<file path="src/rtl/arp_step_seq_if.sv">
// Handshake bundle between the arpeggiator step sequencer, the rate trigger
// generator and the downstream voice stage.
interface arp_step_seq_if #(
    parameter int NUM_CHANNELS = 16,
    parameter int IDX_W        = 4
);
    logic                    trigger;
    logic [NUM_CHANNELS-1:0] note_mask;
    logic [1:0]              mode;
    logic                    trig_en;
    logic [IDX_W-1:0]        note_idx;
    logic                    note_valid;
    logic                    step_pulse;

    modport master (
        output trigger, note_mask, mode,
        input  trig_en, note_idx, note_valid, step_pulse
    );

    modport slave (
        input  trigger, note_mask, mode,
        output trig_en, note_idx, note_valid, step_pulse
    );
endinterface

</file>
<file path="src/rtl/arp_step_seq.sv">
// Arpeggiator step sequencer: advances through held notes in up/down/up-down
// order on each rising edge of the rate trigger.
module arp_step_seq #(
    parameter int NUM_CHANNELS = 16,
    parameter int IDX_W        = 4
) (
    input  logic            clk,
    input  logic            rst_n,
    arp_step_seq_if.slave   bus
);
    typedef enum logic { IDLE, RUN } state_t;

    localparam logic [1:0] MODE_DOWN   = 2'd1;
    localparam logic [1:0] MODE_UPDOWN = 2'd2;

    state_t           state, state_nx;
    logic [IDX_W-1:0] note_idx, idx_nx;
    logic             dir_up, dir_nx;
    logic             pulse, pulse_nx;
    logic             trig_d;
    logic             trig_edge;

    logic [NUM_CHANNELS-1:0] mask;
    logic [IDX_W-1:0]        lo, hi, up_nx, dn_nx;
    logic                    up_ok, dn_ok;

    assign mask      = bus.note_mask;
    assign trig_edge = bus.trigger & ~trig_d;

    // Nearest held note strictly above / below the current index, plus the
    // extreme held notes used for wrap-around and for the start note.
    always_comb begin
        lo    = '0;
        hi    = '0;
        up_nx = '0;
        dn_nx = '0;
        up_ok = 1'b0;
        dn_ok = 1'b0;
        for (int i = NUM_CHANNELS - 1; i >= 0; i--) begin
            if (mask[i]) lo = IDX_W'(i);
            if (mask[i] && i > int'(note_idx)) begin
                up_nx = IDX_W'(i);
                up_ok = 1'b1;
            end
        end
        for (int i = 0; i < NUM_CHANNELS; i++) begin
            if (mask[i]) hi = IDX_W'(i);
            if (mask[i] && i < int'(note_idx)) begin
                dn_nx = IDX_W'(i);
                dn_ok = 1'b1;
            end
        end
    end

    always_comb begin
        state_nx = state;
        idx_nx   = note_idx;
        dir_nx   = dir_up;
        pulse_nx = 1'b0;
        case (state)
            IDLE: begin
                if (|mask) begin
                    state_nx = RUN;
                    pulse_nx = 1'b1;
                    if (bus.mode == MODE_DOWN) begin
                        idx_nx = hi;
                        dir_nx = 1'b0;
                    end else begin
                        idx_nx = lo;
                        dir_nx = 1'b1;
                    end
                end
            end
            RUN: begin
                // An empty mask wins over a coincident edge.
                if (~|mask) begin
                    state_nx = IDLE;
                end else if (trig_edge) begin
                    pulse_nx = 1'b1;
                    case (bus.mode)
                        MODE_DOWN: begin
                            dir_nx = 1'b0;
                            idx_nx = dn_ok ? dn_nx : hi;
                        end
                        MODE_UPDOWN: begin
                            // Reverse at an endpoint without repeating it.
                            if (dir_up) begin
                                if (up_ok) idx_nx = up_nx;
                                else begin
                                    dir_nx = 1'b0;
                                    if (dn_ok) idx_nx = dn_nx;
                                end
                            end else begin
                                if (dn_ok) idx_nx = dn_nx;
                                else begin
                                    dir_nx = 1'b1;
                                    if (up_ok) idx_nx = up_nx;
                                end
                            end
                        end
                        default: begin
                            dir_nx = 1'b1;
                            idx_nx = up_ok ? up_nx : lo;
                        end
                    endcase
                end
            end
            default: state_nx = IDLE;
        endcase
    end

    // trig_d resets high so a trigger already high out of reset is not an edge.
    always_ff @(posedge clk) begin
        if (!rst_n) begin
            state    <= IDLE;
            note_idx <= '0;
            dir_up   <= 1'b1;
            pulse    <= 1'b0;
            trig_d   <= 1'b1;
        end else begin
            state    <= state_nx;
            note_idx <= idx_nx;
            dir_up   <= dir_nx;
            pulse    <= pulse_nx;
            trig_d   <= bus.trigger;
        end
    end

    assign bus.note_idx   = note_idx;
    assign bus.step_pulse = pulse;
    assign bus.note_valid = (state == RUN);
    assign bus.trig_en    = (state == RUN);
endmodule

</file>
<file path="src/flat_wrapper.sv">
// flat-port wrapper written by rule: the top's interface ports become plain ports
module arp_step_seq_flat 
#(
    parameter int NUM_CHANNELS = 16,
    parameter int IDX_W        = 4
)
  (clk, rst_n, bus_trigger, bus_note_mask, bus_mode, bus_trig_en, bus_note_idx, bus_note_valid, bus_step_pulse);
  arp_step_seq_if #(.NUM_CHANNELS(NUM_CHANNELS), .IDX_W(IDX_W)) bus_i ();
  input  logic clk;
  input  logic rst_n;
  input wire logic [$bits(bus_i.trigger)-1:0] bus_trigger;
  input wire logic [$bits(bus_i.note_mask)-1:0] bus_note_mask;
  input wire logic [$bits(bus_i.mode)-1:0] bus_mode;
  output wire logic [$bits(bus_i.trig_en)-1:0] bus_trig_en;
  output wire logic [$bits(bus_i.note_idx)-1:0] bus_note_idx;
  output wire logic [$bits(bus_i.note_valid)-1:0] bus_note_valid;
  output wire logic [$bits(bus_i.step_pulse)-1:0] bus_step_pulse;
  assign bus_i.trigger = bus_trigger;
  assign bus_i.note_mask = bus_note_mask;
  assign bus_i.mode = bus_mode;
  assign bus_trig_en = bus_i.trig_en;
  assign bus_note_idx = bus_i.note_idx;
  assign bus_note_valid = bus_i.note_valid;
  assign bus_step_pulse = bus_i.step_pulse;
  arp_step_seq #(.NUM_CHANNELS(NUM_CHANNELS), .IDX_W(IDX_W)) u_core (.clk(clk), .rst_n(rst_n), .bus(bus_i));
endmodule
</file>
<file path="config.mk">
export PLATFORM = sky130hd
export DESIGN_NAME = arp_step_seq_flat
export DESIGN_NICKNAME = d
export VERILOG_FILES = /design/src/rtl/arp_step_seq_if.sv /design/src/rtl/arp_step_seq.sv /design/src/flat_wrapper.sv
export SDC_FILE = /design/constraint.sdc
export NUM_CORES = 1
export LEC_CHECK = 0
export CAP_MARGIN = 20
export CORE_AREA = 2 2 69 71
export CTS_BUF_LIST = sky130_fd_sc_hd__clkbuf_4 sky130_fd_sc_hd__clkbuf_8 sky130_fd_sc_hd__clkbuf_16
export CTS_CLUSTER_DIAMETER = 30
export DETAILED_ROUTE_END_ITERATION = 6
export DIE_AREA = 0 0 71 73
export PLACE_DENSITY = 0.7
export SKIP_CTS_REPAIR_TIMING = 1
export SLEW_MARGIN = 20
export SYNTH_ARGS = -nofsm -noshare
export SYNTH_HDL_FRONTEND = slang
export SYNTH_SLANG_ARGS = --single-unit
</file>
<file path="constraint.sdc">
create_clock -name clk -period 4.27 [get_ports clk]
set_clock_uncertainty 0.1 [all_clocks]
set_input_delay 1.281 -clock clk [delete_from_list [all_inputs] [get_ports clk]]
set_output_delay 1.281 -clock clk [all_outputs]
set_load 0.02 [all_outputs]
</file>
Yosys cells after proc, flatten, opt, wreduce, memory -nomap -nowiden
Cells that the tools add are included.
{"block": "word_totals", "ff_bits": 8, "in_bits": 21, "out_inout_bits": 7, "word_cells": 193}
{"block": "classes", "n_lt_le_gt_ge": 30, "eq_ne": 6, "n_mux": 116, "bitwise_logic": 3, "reduce_logical": 33}
{"operator": "4-bit 2-to-1 mux", "count": 57}
{"operator": "1-bit 2-to-1 mux", "count": 42}
{"operator": "4-bit > comparator (first input constant)", "count": 8}
{"operator": "1-bit logical AND", "count": 30}
{"operator": "4-bit < comparator (first input constant)", "count": 7}
{"operator": "3-bit 2-to-1 mux", "count": 8}
{"operator": "3-bit by 4-bit > comparator with 1-bit output (first input constant)", "count": 4}
{"operator": "3-bit by 4-bit < comparator with 1-bit output (first input constant)", "count": 4}
{"operator": "4-bit case mux with 2 select lines", "count": 2}
{"operator": "16-bit OR reduction", "count": 1}
{"operator": "2-bit by 4-bit > comparator with 1-bit output (first input constant)", "count": 2}
{"operator": "1-bit by 4-bit < comparator with 1-bit output (first input constant)", "count": 2}
{"operator": "2-bit by 4-bit < comparator with 1-bit output (first input constant)", "count": 2}
{"operator": "2-bit 2-to-1 mux", "count": 4}
{"operator": "1-bit case mux with 2 select lines", "count": 3}
{"operator": "1-bit by 4-bit > comparator with 1-bit output (first input constant)", "count": 1}
{"operator": "2-bit inequality test (second input constant)", "count": 2}
{"operator": "4-bit inequality test (second input constant)", "count": 1}
{"operator": "4-bit AND reduction", "count": 1}
{"operator": "3-bit AND reduction", "count": 1}
{"operator": "2-bit by 1-bit == test with 1-bit output (second input constant)", "count": 1}
{"operator": "2-bit == test (second input constant)", "count": 1}
{"operator": "2-bit by 1-bit inequality test with 1-bit output (second input constant)", "count": 1}
{"operator": "1-bit NOT", "count": 2}
{"operator": "1-bit AND", "count": 1}

Logic depth before layout (Yosys ltp)
{"block": "depth", "word_depth": 24, "mapped_depth": 10, "depth_no_buf": 8}

Worst setup path after synthesis
Ideal clock, no wire load.
{"block": "synth_path", "kind": "input -> register", "startpoint": "input bus_note_mask[3]", "endpoint": "register u_core.note_idx[2] (netlist: u_core.bus.note_idx[2])", "setup_ns": 0.073, "t_arrival_ns": 2.873, "required_time_ns": 4.097, "path_slack_ns": 1.223, "cell_stages": 8, "path_buffers": 1, "cell_sequence": "buf_2 -> nor2_2 -> nor3_1 -> or3_1 -> nor3_4 -> a41oi_4 -> o32a_2 -> o22ai_2"}
{"block": "synth_between", "elab_chain_cells": 19, "elab_cells_between_ends": 41, "classes_between": "3 x eq/ne; 34 x mux; 4 x reduce/logical"}
{"item": "start: declaration", "line": "flat_wrapper.sv:12", "rtl": "input wire logic [$bits(bus_i.note_mask)-1:0] bus_note_mask;"}
{"item": "1-bit logical AND", "line": "arp_step_seq.sv:48", "rtl": "if (mask[i] && i < int'(note_idx)) begin"}
{"item": "1-bit 2-to-1 mux (12 in series)", "line": "arp_step_seq.sv:48"}
{"item": "4-bit 2-to-1 mux", "line": "arp_step_seq.sv:94", "rtl": "if (dn_ok) idx_nx = dn_nx;"}
{"item": "4-bit 2-to-1 mux", "line": "arp_step_seq.sv:87", "rtl": "if (dir_up) begin"}
{"item": "4-bit case mux with 2 select lines", "line": "arp_step_seq.sv:80", "rtl": "case (bus.mode)"}
{"item": "4-bit 2-to-1 mux", "line": "arp_step_seq.sv:78", "rtl": "end else if (trig_edge) begin"}
{"item": "4-bit 2-to-1 mux", "line": "arp_step_seq.sv:76", "rtl": "if (~|mask) begin"}
{"item": "4-bit case mux with 2 select lines", "line": "arp_step_seq.sv:60", "rtl": "case (state)"}
{"item": "end signal: assignment", "line": "arp_step_seq.sv:122", "rtl": "note_idx <= idx_nx;"}
{"item": "end: declaration", "line": "arp_step_seq.sv:17", "rtl": "logic [IDX_W-1:0] note_idx, idx_nx;"}
Parallel ways exist; a longest one is shown, timed or not. The select of a mux whose other input is x is not followed.
A chain may end at the register's enable or synchronous reset.

Final worst setup path
{"block": "layout_path", "startpoint": "input bus_note_mask[7]", "endpoint": "register u_core.note_idx[2] (netlist: u_core.bus.note_idx[2])"}
{"block": "layout_between", "elab_chain_cells": 16, "elab_cells_between_ends": 67, "classes_between": "3 x eq/ne; 60 x mux; 4 x reduce/logical"}
{"item": "1-bit logical AND", "line": "arp_step_seq.sv:48"}
{"item": "3-bit 2-to-1 mux", "line": "arp_step_seq.sv:48"}
{"item": "4-bit 2-to-1 mux (7 in series)", "line": "arp_step_seq.sv:48"}
{"item": "4-bit 2-to-1 mux", "line": "arp_step_seq.sv:91", "rtl": "if (dn_ok) idx_nx = dn_nx;"}
{"item": "4-bit 2-to-1 mux", "line": "arp_step_seq.sv:88", "rtl": "if (up_ok) idx_nx = up_nx;"}
{"item": "4-bit 2-to-1 mux", "line": "arp_step_seq.sv:87"}
{"item": "4-bit case mux with 2 select lines", "line": "arp_step_seq.sv:80"}
{"item": "4-bit 2-to-1 mux", "line": "arp_step_seq.sv:78"}
{"item": "4-bit 2-to-1 mux", "line": "arp_step_seq.sv:76"}
{"item": "4-bit case mux with 2 select lines", "line": "arp_step_seq.sv:60"}
Parallel ways exist; a longest one is shown, timed or not. The select of a mux whose other input is x is not followed.

==> results.tsv <==
metric	value	unit
worst slew pin tran	0.885	ns
setup TNS	0	ns
placed wire-length estimate	4920	um
Worst VDD drop	0.228	mV
Via Count	2459	
CTS Buf Count	3	
Tot GR Track Use	0.245	
Mapped Cells	289	
minimum clock period	3.67	ns
Post-synth EDFFs	0	
P_sw	217	uW
clk_lat worst skew	0.23	ns
row count	25	
CP Launch Type	input port	
Detail Route Antenna Nets	0	
Final Hold Viols	0	
via-per-instance ratio	6.93	
highest clock rate	272	MHz
ys flop type	dfxtp_1	
DRT Wirelength	6550	um
Worst path top cell family by delay	compound AO/OA/AOI/OAI gates	
Synth Warn #	0	
mapped cell area	1950	um^2
die outline width	71	um
CTS tree	yes	
Distinct cells, synth	70	
Worst Setup End Kind	flip-flop	
first-pass GRT wire length	10500	um
number of remaining DRC errors	0	
WL/cell	18.5	um
final net count	326	
Port-buffer cells	27	
Initial Util	0.430	
Layout Area Growth over Synthesis	15.4	%
CP max FO	13	
Final Util	0.496	
status	completed	
share of cells above drive strength 1	0.0963	
Hold EP	u_core.dir_up	
Seq pwr share	0.217	
Final Setup Violations	0	
largest net degree at the start of global routing	27	
CP Data Required Time	4.33	ns
die height	73	um
Power Internal	262	uW
initial antenna violation count	0	
Placed Cells	352	
Pre-antenna DRT Iters	5	
RSZ-0062 raised after global routing	false	
Hold Slack	0.552	ns
root buf cell	clkbuf_8	
worst hold path depth	2	
Comb pwr share	0.594	
Sink Count	8	
clock group share of total power	0.189	
Worst EP arrival	3.73	ns
Yosys reg bits	8	
reg2reg path depth	7	
switch share	0.452	
H-tree levels	1	
period utilisation layout	0.860	
Cell Chain, Critical Path	clkdlybuf4s50_1 > o2bb2ai_1 > a41oi_1 > or3_1 > nor3_4 > a41oi_4 > o32a_2 > o22ai_2	
clk slew on worst S/H paths	0.04	ns
syn_area_per_cell	6.75	um^2
die area	5180	um^2
power per standard cell area	213	nW/um^2
gr ovfl total	0	
Reg2Reg Setup Slack	1.34	ns
sequential element share of the synthesized area	0.0821	
Buf/Inv on CP	1	
slew margin rel.	0.409	
Hold Crit Class	flip-flop to flip-flop	
Worst Hold Launch	u_core.dir_up	
Worst R2R End	u_core.bus.note_idx[2]	
FF-to-FF Start	u_core.bus.note_idx[0]	
Crit path largest cell delay	0.62	ns
fin cells	355	
Crit Path Class	input port to flip-flop	
floorplan core area	4540	um^2
# diodes	0	
static leakage	0.000815	uW
Final Max Slew Viols	0	
I/O pin total	28	
slowest CP cell	clkdlybuf4s50_1	
initial DRC count	354	
vias in the first global route	2183	
CTS Buffer Depth	2	
async set or reset register ratio after synthesis	0	
max_cap viols	0	
Final GP Congestion	0.981	
Post-Syn Nets	312	
layout by cell type (no fill, tap or decap), types with 8 or more instances in the layout:
cell              n
nand2b_1          9
o21ai_0          18
buf_4             9
dfxtp_1           8
nor2_1           21
o211ai_1          9
clkdlybuf4s50_1  27
nand2_1          18
inv_1            19
a211oi_1         10
a21oi_1          22
nor3_1           10
a31oi_1           9
worst register-to-register path, cell delays in order, from the launching register on:
cell     delay, ns
dfxtp_1       0.89
inv_1         0.30
o211a_1       0.22
or3_1         0.49
nor3_4        0.26
a41oi_4       0.21
o32a_2        0.26
o22ai_2       0.13
kinds of logic after synthesis:
logic type | after synthesis | synth area share
buffers and inverters | 46 | 0.112
AO/OA/AOI/OAI | 131 | 0.488
flip-flops | 8 | 0.0821
adder cells (fa/ha/maj) | 2 | 0.0128
AND/OR/NAND/NOR | 102 | 0.306
Yosys cell counts (all sizes together), types with 3 or more instances:
master   n  area, um^2
a21oi   23         126
nor2    22        85.1
o21ai   22         110
inv     19        71.3
nand2   19        73.8
buf     15         101
clkbuf  12        45.0
nor3    12        76.3
a211oi  10        75.1
a31oi    9        56.3
nand2b   9        56.3
o211ai   9        67.6
dfxtp    8         160
o22ai    8        56.3
nor4     7        50.1
a21o     6        45.0
nor2b    6        37.5
nand3    5        25.0
or2      5        31.3
a22oi    4        30.0
and2     4        25.0
o32a     4        41.3
a221o    3        30.0
a41oi    3        45.1
worst max path at each step:
stage / cells after the start / endpoint / start
after floorplan: 8 / u_core.bus.note_idx[2] / bus_note_mask[3]
after global placement: 8 / u_core.bus.note_idx[2] / bus_note_mask[7]
after detailed placement: 8 / u_core.bus.note_idx[2] / bus_note_mask[7]
after CTS: 8 / u_core.bus.note_idx[2] / bus_note_mask[7]
after global routing: 8 / u_core.bus.note_idx[2] / bus_note_mask[7]
final: 8 / u_core.bus.note_idx[2] / bus_note_mask[7]
metrics by stage:
step	area (um^2)	total power (uW)	setup slack (ns)
2_1_floorplan	1950	298	1.22
3_3_place_gp	2210	380	0.390
3_5_place_dp	2210	380	0.387
4_1_cts	2250	473	0.615
5_1_grt	2250	508	0.458
6_report	2250	479	0.596
metal layers:
layer,track usage,vias to the layer above,part of all wire
met5,0,-,0
met4,0.0713,0,0.019
met3,0.0387,12,0.093
met2,0.407,153,0.47
met1,0.328,1145,0.41
li1,-,1149,-
flip-flops by register name (all words and copies together), names as in the netlist:
name and flops:
u_core.bus.note_idx 4, u_core.bus.note_valid 1, u_core.bus.step_pulse 1, u_core.dir_up 1, u_core.trig_d 1
cell type report:
type,count,area [um^2]
fill,474,2280
clock buffer,3,41.3
tap,54,67.6
inverter,19,71.3
timing repair buffer,36,338
multi-input combinational,235,1570
sequential,8,160
power by group through the flow:
stage	combinational, uW	sequential [uW]	clock (uW)
global route	305	106	96.7
floorplan	203	94.5	0
CTS	277	103	92.8
finish	284	104	90.4
detailed placement	276	104	0
global placement	275	105	0
No activity file was read; power rests on OpenSTA's default activity.
==> edit 1 (same flow settings) <==
`IDX_W` is set to 4 in 3 places; all go to 3.
--- a/src/rtl/arp_step_seq_if.sv
+++ b/src/rtl/arp_step_seq_if.sv
@@ -3,5 +3,5 @@
 interface arp_step_seq_if #(
     parameter int NUM_CHANNELS = 16,
-    parameter int IDX_W        = 4
+    parameter int IDX_W        = 3
 );
     logic                    trigger;
--- a/src/rtl/arp_step_seq.sv
+++ b/src/rtl/arp_step_seq.sv
@@ -3,5 +3,5 @@
 module arp_step_seq #(
     parameter int NUM_CHANNELS = 16,
-    parameter int IDX_W        = 4
+    parameter int IDX_W        = 3
 ) (
     input  logic            clk,
--- a/src/flat_wrapper.sv
+++ b/src/flat_wrapper.sv
@@ -3,5 +3,5 @@
 #(
     parameter int NUM_CHANNELS = 16,
-    parameter int IDX_W        = 4
+    parameter int IDX_W        = 3
 )
   (clk, rst_n, bus_trigger, bus_note_mask, bus_mode, bus_trig_en, bus_note_idx, bus_note_valid, bus_step_pulse);
Interface: changed (resized bus_note_idx); port bits go from 28 to 27. No check against the original RTL was run, so the function may have changed too.
==> edit 1 against the original RTL <==
  * Synthesized area shrank 39%
  * Via count is 42% lower
  * Sequential share of layout area increased by 2.1 points
  * Total power shrank 30%
  * Design area down 32%
  * Die area is the same
  * Count of clock-buffer cells in the layout grew 1
  * Worst setup slack worse by 0.013 ns
  * Sequential cell count decreased by 1
  * Wire length shrank 47%
==> edit 1: results (changes against the original RTL) <==
DRT Pass-1 Iters: 4 (-1)
synth top area cells: dfxtp_1 12%, a21oi_1 8.4%, nor2_1 6.3%, o21ai_0 6.3%, inv_1 4.4%
hold path start: u_core.dir_up
Layout fillers: 463 (-2.3%)
post-synthesis sequential area ratio: 11.7% (+3.5 points)
largest net degree at the start of global routing: 18 (-33%)
clk slew on worst S/H paths: 0.04 ns (about the same)
DRT Wirelength: 3480 um (-47%)
H-tree depth: 1 (unchanged)
synth warn: 0 (unchanged)
Antenna Cells: 0 (unchanged)
top cells by count, synth: 20 x a21oi_1, 20 x nor2_1, 15 x o21ai_0
Total Routing Usage GR: 14.4% (-10 points)
min-delay worst type: flip-flop to flip-flop
asr flop ratio synth: 0% (unchanged)
leakage: 0.550 nW (-32%)
VDD IR-drop max: 0.161 mV (-29%)
TritonCTS buffer count: 3 (unchanged)
Vias/cell: 5.55 (-20%)
Final nets: 225 (-31%)
Max clock buf depth: 2 (unchanged)
Net Count, Synth: 204 (-35%)
first-pass GRT wire length: 6090 um (-42%)
CTS Root Cell: clkbuf_8
Largest Register: u_core.bus.note_idx
via count of the first global-routing pass: 1335 (-39%)
initial antenna violation count: 0 (unchanged)
1st-iter DRT viols: 138 (-61%)
slew margin rel.: 62.8% (+22 points)
DPL Wire Length: 2720 um (-45%)
Placer Congestion: 0.915 (-6.8%)
Critical R2R Launch: u_core.bus.note_idx[1]
Synth Flop Type: dfxtp_1
layout cell share with drive strength beyond 1: 7.46% (-2.2 points)
I/O Buffers: 26 (-3.7%)
Max FO, Critical Path: 7 (-6)
Yosys cell types: 51 (-27%)
worst skew pair latency: 0.22 ns
Critical Path Source: bus_note_mask[8]
outcome: completed
Largest register FFs: 3 (-1)
Crit path arrival time: 3.74 ns (about the same)
edit 1: layout make-up:
type | count | share of cell area, %
Sequential cell | 7 | 9.19
Clock buffer | 4 | 3.20
Inverter | 14 | 3.45
Tap cell | 54 | 4.43
Multi-Input combinational cell | 149 | 62.2
Timing Repair Buffer | 27 | 17.6
edit 1: final timing paths:
kind	endpoint	slack (ns)	cells past startpoint
max	u_core.bus.note_idx[1]	0.58	8
min	u_core.dir_up	0.45	2
max reg2reg	u_core.bus.note_idx[1]	1.79	7
min reg2reg	u_core.dir_up	0.45	2
edit 1: critical path: stages:
cell and delay (ns):
clkdlybuf4s50_1 0.54, nor4_4 0.43, nand2_2 0.12, or4_4 0.62
or3_4 0.41, a211oi_2 0.18, o21ai_1 0.07, nor2_1 0.09
edit 1: layer usage:
layer	vias up	part of all wire, %	GRT usage, %
met5	-	0	0
met4	0	1.1	4.61
met3	4	5.9	2.76
met2	43	46	22.7
met1	656	47	19.7
li1	711	-	-
edit 1: power by group:
group	internal, mW	total, mW	switching [mW]
Combinational	0.0703	0.155	0.0849
Sequential	0.0711	0.0858	0.0148
Clock	0.0707	0.0965	0.0259
Total	0.212	0.338	0.126
edit 1: kinds of logic (layout without fill, tap and decap cells):
group | Yosys count | after routing | share of synthesized area (%)
AO/OA/AOI/OAI | 83 | 83 | 47.2
adder cells (fa/ha/maj) | 2 | 2 | 2.09
buffers and inverters | 25 | 45 | 9.09
flip-flops | 7 | 7 | 11.7
multiplexers | 1 | 1 | 0.836
AND/OR/NAND/NOR | 63 | 63 | 29.1
edit 1: metrics by stage:
stage | worst slack [ns] | cell area [um^2] | std cells
final | 0.583 | 1530 | 255
after global routing | 0.427 | 1530 | 255
after CTS | 0.582 | 1530 | 255
after detailed placement | 0.350 | 1480 | 251
after global placement | 0.394 | 1480 | 251
after floorplan | 1.05 | 1200 | 181
==> edit 2 (config.mk and constraints unchanged) <==
Without the edit above. Make the reset (`rst_n`) asynchronous in one clocked block.
--- a/src/rtl/arp_step_seq.sv
+++ b/src/rtl/arp_step_seq.sv
@@ -111,5 +111,5 @@
 
     // trig_d resets high so a trigger already high out of reset is not an edge.
-    always_ff @(posedge clk) begin
+    always_ff @(posedge clk or negedge rst_n) begin
         if (!rst_n) begin
             state    <= IDLE;
Formal check against the unedited RTL: differs if rst_n is asserted again (counterexample within 4 cycles, from zero or initial values and one cycle with rst_n low); with rst_n held inactive, the same outputs for 10 cycles.
==> edit 2 against the original RTL <==
  * First-iteration DRC count increased by 15%
  * Synthesized area down 7.7%
  * Design area fell by 4.8%
  * Sequential cell count stayed put
  * Utilization decreased by 2.4 points
  * Total power up 68%
  * Wire length decreased by 12%
  * Fmax down 3.8%
  * Clock power shrank 2%
  * Worst setup slack lost 0.14 ns
  * Sequential share of layout area is 2.3 points higher
  * Critical endpoint is now u_core.bus.note_idx[0]
  * Largest power group unchanged
==> edit 2: results (changes against the original RTL) <==
Placer Congestion: 0.938 (-4.4%)
outcome: completed
hold_ws: 0.419 ns (-0.133 ns)
largest net degree at the start of global routing: 34 (+26%)
hold path start: u_core.dir_up
DPL Wire Length: 4450 um (-9.5%)
Total Routing Usage GR: 21.8% (-2.6 points)
Reg2Reg Setup Slack: 0.91 ns (-0.43 ns)
Worst Hold End: u_core.dir_up
Crit path arrival time: 3.83 ns (+0.10 ns)
slew margin rel.: 37.4% (-3.6 points)
first-pass GRT wire length: 9280 um (-12%)
Max FO, Critical Path: 5 (-8)
Yosys cell types: 58 (-17%)
leakage: 0.801 nW (-1.7%)
1st-iter DRT viols: 408 (+15%)
asr flop ratio synth: 100% (+100 points)
worst skew pair latency: 0.22 ns
synth top area cells: dfrtp_1 8.3%, o21ai_0 6.7%, a21oi_1 5.6%, nand2_1 4.6%, nor2_1 4.4%
Largest Register: u_core.bus.note_idx
DP Cell Count: 337 (-4.3%)
Final nets: 311 (-4.6%)
Net Count, Synth: 290 (-7.1%)
layout cell share with drive strength beyond 1: 9.79% (+0.16 points)
post-synthesis mux area share: 1.11% (+1.1 points)
synth warn: 0 (unchanged)
initial antenna violation count: 0 (unchanged)
Post-Synth Adder-Cell Area: 1.39% (+0.11 points)
CP delay by family, top: compound AO/OA/AOI/OAI gates
Vias/cell: 6.53 (-5.7%)
Critical R2R Launch: u_core.bus.note_idx[1]
Mapped Avg Cell Area: 6.74 um^2 (about the same)
Max clock buf depth: 2 (unchanged)
Synth Flop Type: dfrtp_1
post-placement cell area: 2100 um^2 (-4.9%)
Antenna Cells: 0 (unchanged)
VDD IR-drop max: 0.168 mV (-26%)
FF-to-FF End: u_core.bus.note_idx[0]
top cells by count, synth: 24 x o21ai_0, 22 x nand2_1, 21 x nor2_1
complex-gate fraction of the synthesized area: 46.8% (-1.9 points)
routed wire length per instance: 17.1 um (-7.6%)
routed vias: 2220 (-9.7%)
DRT Pass-1 Iters: 6 (+1)
via count of the first global-routing pass: 1879 (-14%)
pre-CTS setup slack: 0.286 ns (-0.101 ns)
post-synthesis sequential area ratio: 11.3% (+3.0 points)
FF-to-FF path depth: 8 (+1)
## edit 2: power breakdown
| group | internal [mW] | total (mW) | leakage, nW | switching [mW] |
|---|---|---|---|---|
| Clock | 0.0609 | 0.0888 | 0.0216 | 0.0279 |
| Combinational | 0.223 | 0.520 | 0.687 | 0.297 |
| Sequential | 0.0916 | 0.195 | 0.0929 | 0.104 |
## edit 2: routing by layer
metal | up-vias | track usage [%] | share of wire [%]
li1 | 1055 | - | -
met1 | 992 | 31.6 | 43
met2 | 150 | 34.8 | 44
met3 | 23 | 3.31 | 10
met4 | 0 | 3.98 | 2.8
met5 | - | 0 | 0
## edit 2: worst max path at each step
| stage | cells past startpoint | startpoint | to | slack (ns) |
|---|---|---|---|---|
| floorplan | 10 | bus_note_mask[13] | u_core.bus.note_idx[0] | 0.82 |
| global placement | 9 | bus_note_mask[10] | u_core.bus.note_idx[0] | 0.27 |
| detailed placement | 9 | bus_note_mask[2] | u_core.bus.note_idx[0] | 0.29 |
| CTS | 9 | bus_note_mask[2] | u_core.bus.note_idx[0] | 0.52 |
| global route | 9 | bus_note_mask[2] | u_core.bus.note_idx[0] | 0.19 |
| finish | 9 | bus_note_mask[10] | u_core.bus.note_idx[0] | 0.45 |
## edit 2: final cells by class
cell class	instances	area, um^2
Sequential cell	8	203
Fill cell	425	2390
Multi-Input combinational cell	218	1390
Timing Repair Buffer	42	383
Clock buffer	3	41.3
Tap cell	54	67.6
Inverter	15	56.3
## edit 2: cell families (layout without fill, tap and decap cells)
family                     after synthesis  after routing
AOI/OAI and AO/OA                      118            118
adders and majority gates                2              2
buffers and inverters                   41             60
DFF                                      8              8
muxes                                    2              2
and+or+nand+nor                         96             96
